===== config.mk =====
export PLATFORM = sky130hd
export DESIGN_NAME = mux4_rr_arbiter
export DESIGN_NICKNAME = d
export VERILOG_FILES = /design/src/rtl/mux4_rr_arbiter_pkg.sv /design/src/rtl/mux4_rr_arbiter_sel2.sv /design/src/rtl/mux4_rr_arbiter.sv
export SDC_FILE = /design/constraint.sdc
export NUM_CORES = 1
export LEC_CHECK = 0
export ABC_AREA = 0
export CORE_ASPECT_RATIO = 1.1
export CORE_MARGIN = 4
export CORE_UTILIZATION = 43
export DETAILED_ROUTE_END_ITERATION = 7
export PLACE_DENSITY_LB_ADDON = 0.05
export SYNTH_ARGS = -nofsm -noshare
export SYNTH_HDL_FRONTEND = slang
export SYNTH_SLANG_ARGS = --single-unit

===== constraint.sdc =====
create_clock -name clk -period 1.7 [get_ports clk]
set_input_delay 0.34 -clock clk [delete_from_list [all_inputs] [get_ports clk]]
set_output_delay 0.34 -clock clk [all_outputs]
set_load 0.05 [all_outputs]

===== src/rtl/mux4_rr_arbiter_pkg.sv =====
// Shared definitions for the 4-way round-robin mux arbiter: state encoding,
// requester count, select/data widths and the round-robin priority search.
package mux4_rr_arbiter_pkg;

    typedef enum logic {
        IDLE  = 1'b0,
        GRANT = 1'b1
    } state_t;

    localparam int NUM_REQ = 4;
    localparam int SEL_W   = 2;
    localparam int DATA_W  = 2;

    // Return the first requester set in the order ptr+1, ptr+2, ptr+3, ptr.
    // Only meaningful when req is non-zero; otherwise ptr is returned.
    function automatic logic [SEL_W-1:0] rr_pick(input logic [NUM_REQ-1:0] req,
                                                 input logic [SEL_W-1:0]   ptr);
        logic [SEL_W-1:0] idx;
        logic [SEL_W-1:0] pick;
        logic             found;
        pick  = ptr;
        found = 1'b0;
        for (int i = 1; i <= NUM_REQ; i++) begin
            idx = ptr + SEL_W'(i);
            if (!found && req[idx]) begin
                pick  = idx;
                found = 1'b1;
            end
        end
        return pick;
    endfunction

endpackage


===== src/rtl/mux4_rr_arbiter_sel2.sv =====
// Purely combinational 4:1 mux of 2-bit words steered by the arbiter select.
module mux4_sel2
    import mux4_rr_arbiter_pkg::*;
(
    input  logic [1:0] s,
    input  logic [1:0] d0,
    input  logic [1:0] d1,
    input  logic [1:0] d2,
    input  logic [1:0] d3,
    output logic [1:0] y
);

    // Select one of the four requester words.
    always_comb begin
        y = d0;
        case (s)
            2'd0: y = d0;
            2'd1: y = d1;
            2'd2: y = d2;
            2'd3: y = d3;
            default: y = d0;
        endcase
    end

endmodule


===== src/rtl/mux4_rr_arbiter.sv =====
// Round-robin arbiter sharing one 4:1 select mux among four requesters.
// A grant lasts while the owner keeps requesting, up to MAX_HOLD cycles, and
// every grant is followed by at least one idle cycle before re-arbitration.
module mux4_rr_arbiter
    import mux4_rr_arbiter_pkg::*;
#(
    parameter int MAX_HOLD = 8
) (
    input  logic       clk,
    input  logic       rst,
    input  logic [3:0] req,
    input  logic [1:0] d0,
    input  logic [1:0] d1,
    input  logic [1:0] d2,
    input  logic [1:0] d3,
    output logic [3:0] gnt,
    output logic [1:0] s,
    output logic       busy,
    output logic [1:0] y,
    output logic       y_valid
);

    state_t              state;
    state_t              state_next;
    logic [NUM_REQ-1:0]  gnt_next;
    logic [SEL_W-1:0]    s_next;
    logic                busy_next;
    logic [SEL_W-1:0]    ptr;
    logic [SEL_W-1:0]    ptr_next;
    logic [7:0]          hold_cnt;
    logic [7:0]          hold_next;
    logic [DATA_W-1:0]   word_p0;
    logic                owner_req;
    logic                hold_done;

    // Hold counter advances by one but sticks at MAX_HOLD instead of wrapping.
    function automatic logic [7:0] sat_inc(input logic [7:0] cnt);
        if (cnt >= 8'(MAX_HOLD))
            return 8'(MAX_HOLD);
        else
            return cnt + 8'd1;
    endfunction

    mux4_sel2 u_sel (
        .s  (s),
        .d0 (d0),
        .d1 (d1),
        .d2 (d2),
        .d3 (d3),
        .y  (word_p0)
    );

    // In GRANT the registered select always names the current owner.
    assign owner_req = req[s];
    assign hold_done = (hold_cnt == 8'(MAX_HOLD));

    // Next-state logic: arbitrate only in IDLE, release on drop or hold limit.
    always_comb begin
        state_next = state;
        gnt_next   = gnt;
        s_next     = s;
        busy_next  = busy;
        ptr_next   = ptr;
        hold_next  = hold_cnt;
        case (state)
            IDLE: begin
                gnt_next  = '0;
                busy_next = 1'b0;
                if (|req) begin
                    s_next     = rr_pick(req, ptr);
                    gnt_next   = NUM_REQ'(1) << rr_pick(req, ptr);
                    busy_next  = 1'b1;
                    hold_next  = 8'd1;
                    state_next = GRANT;
                end
            end
            GRANT: begin
                if (!owner_req || hold_done) begin
                    state_next = IDLE;
                    gnt_next   = '0;
                    busy_next  = 1'b0;
                    ptr_next   = s;
                end else begin
                    hold_next = sat_inc(hold_cnt);
                end
            end
            default: begin
                state_next = IDLE;
                gnt_next   = '0;
                busy_next  = 1'b0;
            end
        endcase
    end

    // Control registers; reset wins over every other condition.
    always_ff @(posedge clk) begin
        if (rst) begin
            state    <= IDLE;
            gnt      <= '0;
            s        <= '0;
            busy     <= 1'b0;
            ptr      <= 2'd3;
            hold_cnt <= 8'd0;
        end else begin
            state    <= state_next;
            gnt      <= gnt_next;
            s        <= s_next;
            busy     <= busy_next;
            ptr      <= ptr_next;
            hold_cnt <= hold_next;
        end
    end

    // Output stage: register the muxed word and flag it when the owner requested.
    always_ff @(posedge clk) begin
        if (rst) begin
            y       <= '0;
            y_valid <= 1'b0;
        end else begin
            y       <= word_p0;
            y_valid <= |(gnt & req);
        end
    end

endmodule

==> results.py <==
metrics = {
    "outcome": {
        "status": "finished, violations left",
        "violations": "setup timing",
    },
    "final_layout": {
        "area_growth_pct": 45.9,
        "drive_above_1_share_pct": 39.4,
        "antenna_cells": 0,
        "layout.nets": 172,
    },
    "drt": {
        "antenna_left": 0,
        "num_vias": 954,
        "avgRoutedWirePerCell_um": 12.9,
        "drtPass1Iterations": 4,
        "drtIter0Drc": 14,
        "viasPerCell": 5.16,
        "wl_um": 2380,
        "route.detailed.drc": 0,
    },
    "timing": {
        "rsz0062_at_grt": "true",
        "period_needed_ns": 1.75,
        "fmax_ghz": 0.572,
        "worst_pin_slew_ns": 0.468,
        "slew-limit-headroom_pct": 68.8,
        "maxSlewViolCount": 0,
        "clock_skew_ns": 0.00562,
        "fin_tns_setup_ns": -0.0490,
        "setup_viol_count_final": 1,
        "period_share_pct": 103,
        "finalHoldViolations": 0,
        "setup_slack_ns": -0.0490,
    },
    "clock_tree": {
        "cts-buffers-inserted": 3,
        "clock_path_buffers": 2,
        "post-cts-setup-buffers": 0,
        "clkTransAtPathRegs_ns": 0.12,
        "clk_latency_ns": 0.30,
        "cts-root-buf": "clkbuf_4",
        "cts_tree": "yes",
        "cts_max_level": 1,
        "clock-sinks": 21,
    },
    "worst_setup_path": {
        "r2r-end": "hold_cnt[2]",
        "endpoint_kind": "register",
        "cp.required_ns": 1.94,
        "crit_fanout": 4,
        "r2r-start": "hold_cnt[4]",
        "setup.worst_path.start_class": "register",
        "rrSetupSlack_ns": -0.05,
        "setup.worst_path.class": "register to register",
        "r2r_cells": 6,
        "cp_data_arrival_time_ns": 1.99,
    },
    "grt": {
        "grt_pass1_wl_um": 4110,
        "antenna_found_initial": 0,
        "grt_pass1_vias": 942,
        "gr-total-overflow": 0,
        "track_usage_pct": 17.5,
        "grt_max_degree": 21,
    },
    "hold_path": {
        "hp-start": "hold_cnt[4]",
        "holdCritPathClass": "register to register",
        "whs_endpoint": "hold_cnt[4]",
        "worstHoldPathCells": 1,
    },
    "floorplanning": {
        "core-area_mm2": 0.00227,
        "ioPinCount": 24,
        "dieArea_mm2": 0.00326,
        "chipHeight_um": 59.5,
        "fp.dieW_um": 54.8,
        "start_util_pct": 45.5,
        "rows": 18,
    },
    "place": {
        "io_buffers": 23,
        "hpwl_um": 1870,
        "dpl_worst_slack_ns": -0.478,
        "place.gp.congestion": 0.814,
    },
    "synthesis": {
        "ys.flop_type": "dfxtp_1",
        "seq_area_frac_synth_pct": 40.6,
        "synth_nets": 129,
        "async_flop_share_pct": 0,
        "synth_area_mm2": 0.00103,
        "synth_cells": 113,
        "ys_warn_count": 0,
        "avgSynthCellArea_um2": 9.16,
        "ys_seq_elements": 21,
        "synth_cell_types": 40,
        "synth-edff-count": 0,
    },
    "power_and_ir_drop": {
        "p_leak_uw": 0.000605,
        "irDropWorstVdd_mv": 0.638,
        "power.density_mw_per_mm2": 813,
    },
    "job": {
        "max_cap_violations": 0,
    },
}
[where the power goes]
group,internal (uW),switching (uW)
Clock,87.7,156
Combinational,202,223
Sequential,530,30.1
[per-stage QoR]
step | hold WS [ns] | instances | power, uW | utilization [%] | cell area [um2]
3_3_place_gp | 0.442 | 182 | 975 | 62.3 | 1420
4_1_cts | 0.484 | 186 | 1230 | 64.3 | 1460
2_1_floorplan | 0.431 | 113 | 816 | - | 1050
3_5_place_dp | 0.449 | 182 | 982 | 62.3 | 1420
5_1_grt | 0.493 | 185 | 1310 | 66.4 | 1510
6_report | 0.469 | 185 | 1230 | 66.4 | 1510
[how the worst max path moves through the flow]
stage                            from          end  slack, ns
after CTS                 hold_cnt[4]  hold_cnt[2]      -0.06
after global placement         req[3]       gnt[3]      -0.39
after floorplan                  s[0]  hold_cnt[1]       0.01
after detailed placement       req[3]       gnt[2]      -0.48
final                     hold_cnt[4]  hold_cnt[2]      -0.05
after global routing      hold_cnt[4]  hold_cnt[2]      -0.11
[Yosys cell counts, drive strengths merged, types with 2 or more instances]
library cell  instances  share of area (%)
nand2b                2                1.2
buf                   2                1.6
mux2                  2                2.2
nand3b                2                1.5
nand2                 8                2.9
or3                   3                1.9
a211oi                2                1.5
a22oi                 2                1.5
nor3                  6                3.9
and2                  5                3.0
ha                    2                2.4
o21ai                 4                1.9
mux4                  2                4.4
nor2                 13                4.7
a21oi                 9                4.4
inv                   3                1.1
clkbuf                4                1.5
nor2b                 3                1.8
o21a                  2                1.5
dfxtp                21                 41
[placed cells by master (no fill, tap or decap), types with 2 or more instances in the layout]
master,count
ha_1,2
dfxtp_1,18
dfxtp_2,2
nand3b_1,2
a21oi_1,7
mux2_2,2
buf_4,30
clkbuf_4,3
nand2b_1,2
a21oi_2,2
mux4_2,2
or3_1,2
nand2_1,8
a22oi_1,2
inv_1,3
nor2b_1,2
nor2_1,12
o21ai_0,3
clkdlybuf4s50_1,13
and2_1,5
nor3_2,5
o21a_1,2
[repair_timing]
action / in CTS / in global routing
resized for setup: 4 / 12
hold buffers: 0 / 0
hold endpoints to repair: 0 / 0
cloned: 0 / 0
pin swaps: 1 / 1
setup endpoints to repair: 13 / 16
[critical path, stage by stage, from the launching register on]
cell and delay (ns):
dfxtp_2 0.34, or4_4 0.58, nor3_4 0.19, buf_6 0.13, nor3_2 0.03, or3_1 0.31
o21ai_1 0.11
[layout make-up]
cell class | instances | area, um2
Timing Repair Buffer | 44 | 367
Fill cell | 206 | 764
Clock inverter | 1 | 5.00
Clock buffer | 3 | 22.5
Sequential cell | 21 | 427
Inverter | 3 | 11.3
Tap cell | 30 | 37.5
Multi-Input combinational cell | 83 | 641
[layer usage]
metal	GRT usage (%)	vias up	share of wire, %
met5	0	-	0
met4	5.34	0	0.63
met3	4.79	2	4.2
met2	29.9	12	52
met1	20.6	450	43
li1	-	490	-
[sequential cells by signal, summed over array words and instances, names as in the netlist]
name and cells:
hold_cnt 8, y_valid 1, busy 1, s 2, y 2, ptr 2
gnt 4, state 1
[logic make-up (layout without fill, tap and decap cells)]
group	Yosys count	count (layout)	synth area share [%]
buffers and inverters	9	51	4.11
muxes	5	5	7.50
and+or+nand+nor	49	49	27.8
adders and majority gates	2	2	2.42
AOI/OAI and AO/OA	27	27	17.5
DFF	21	21	40.6
No activity file was read; power rests on OpenSTA's default activity.
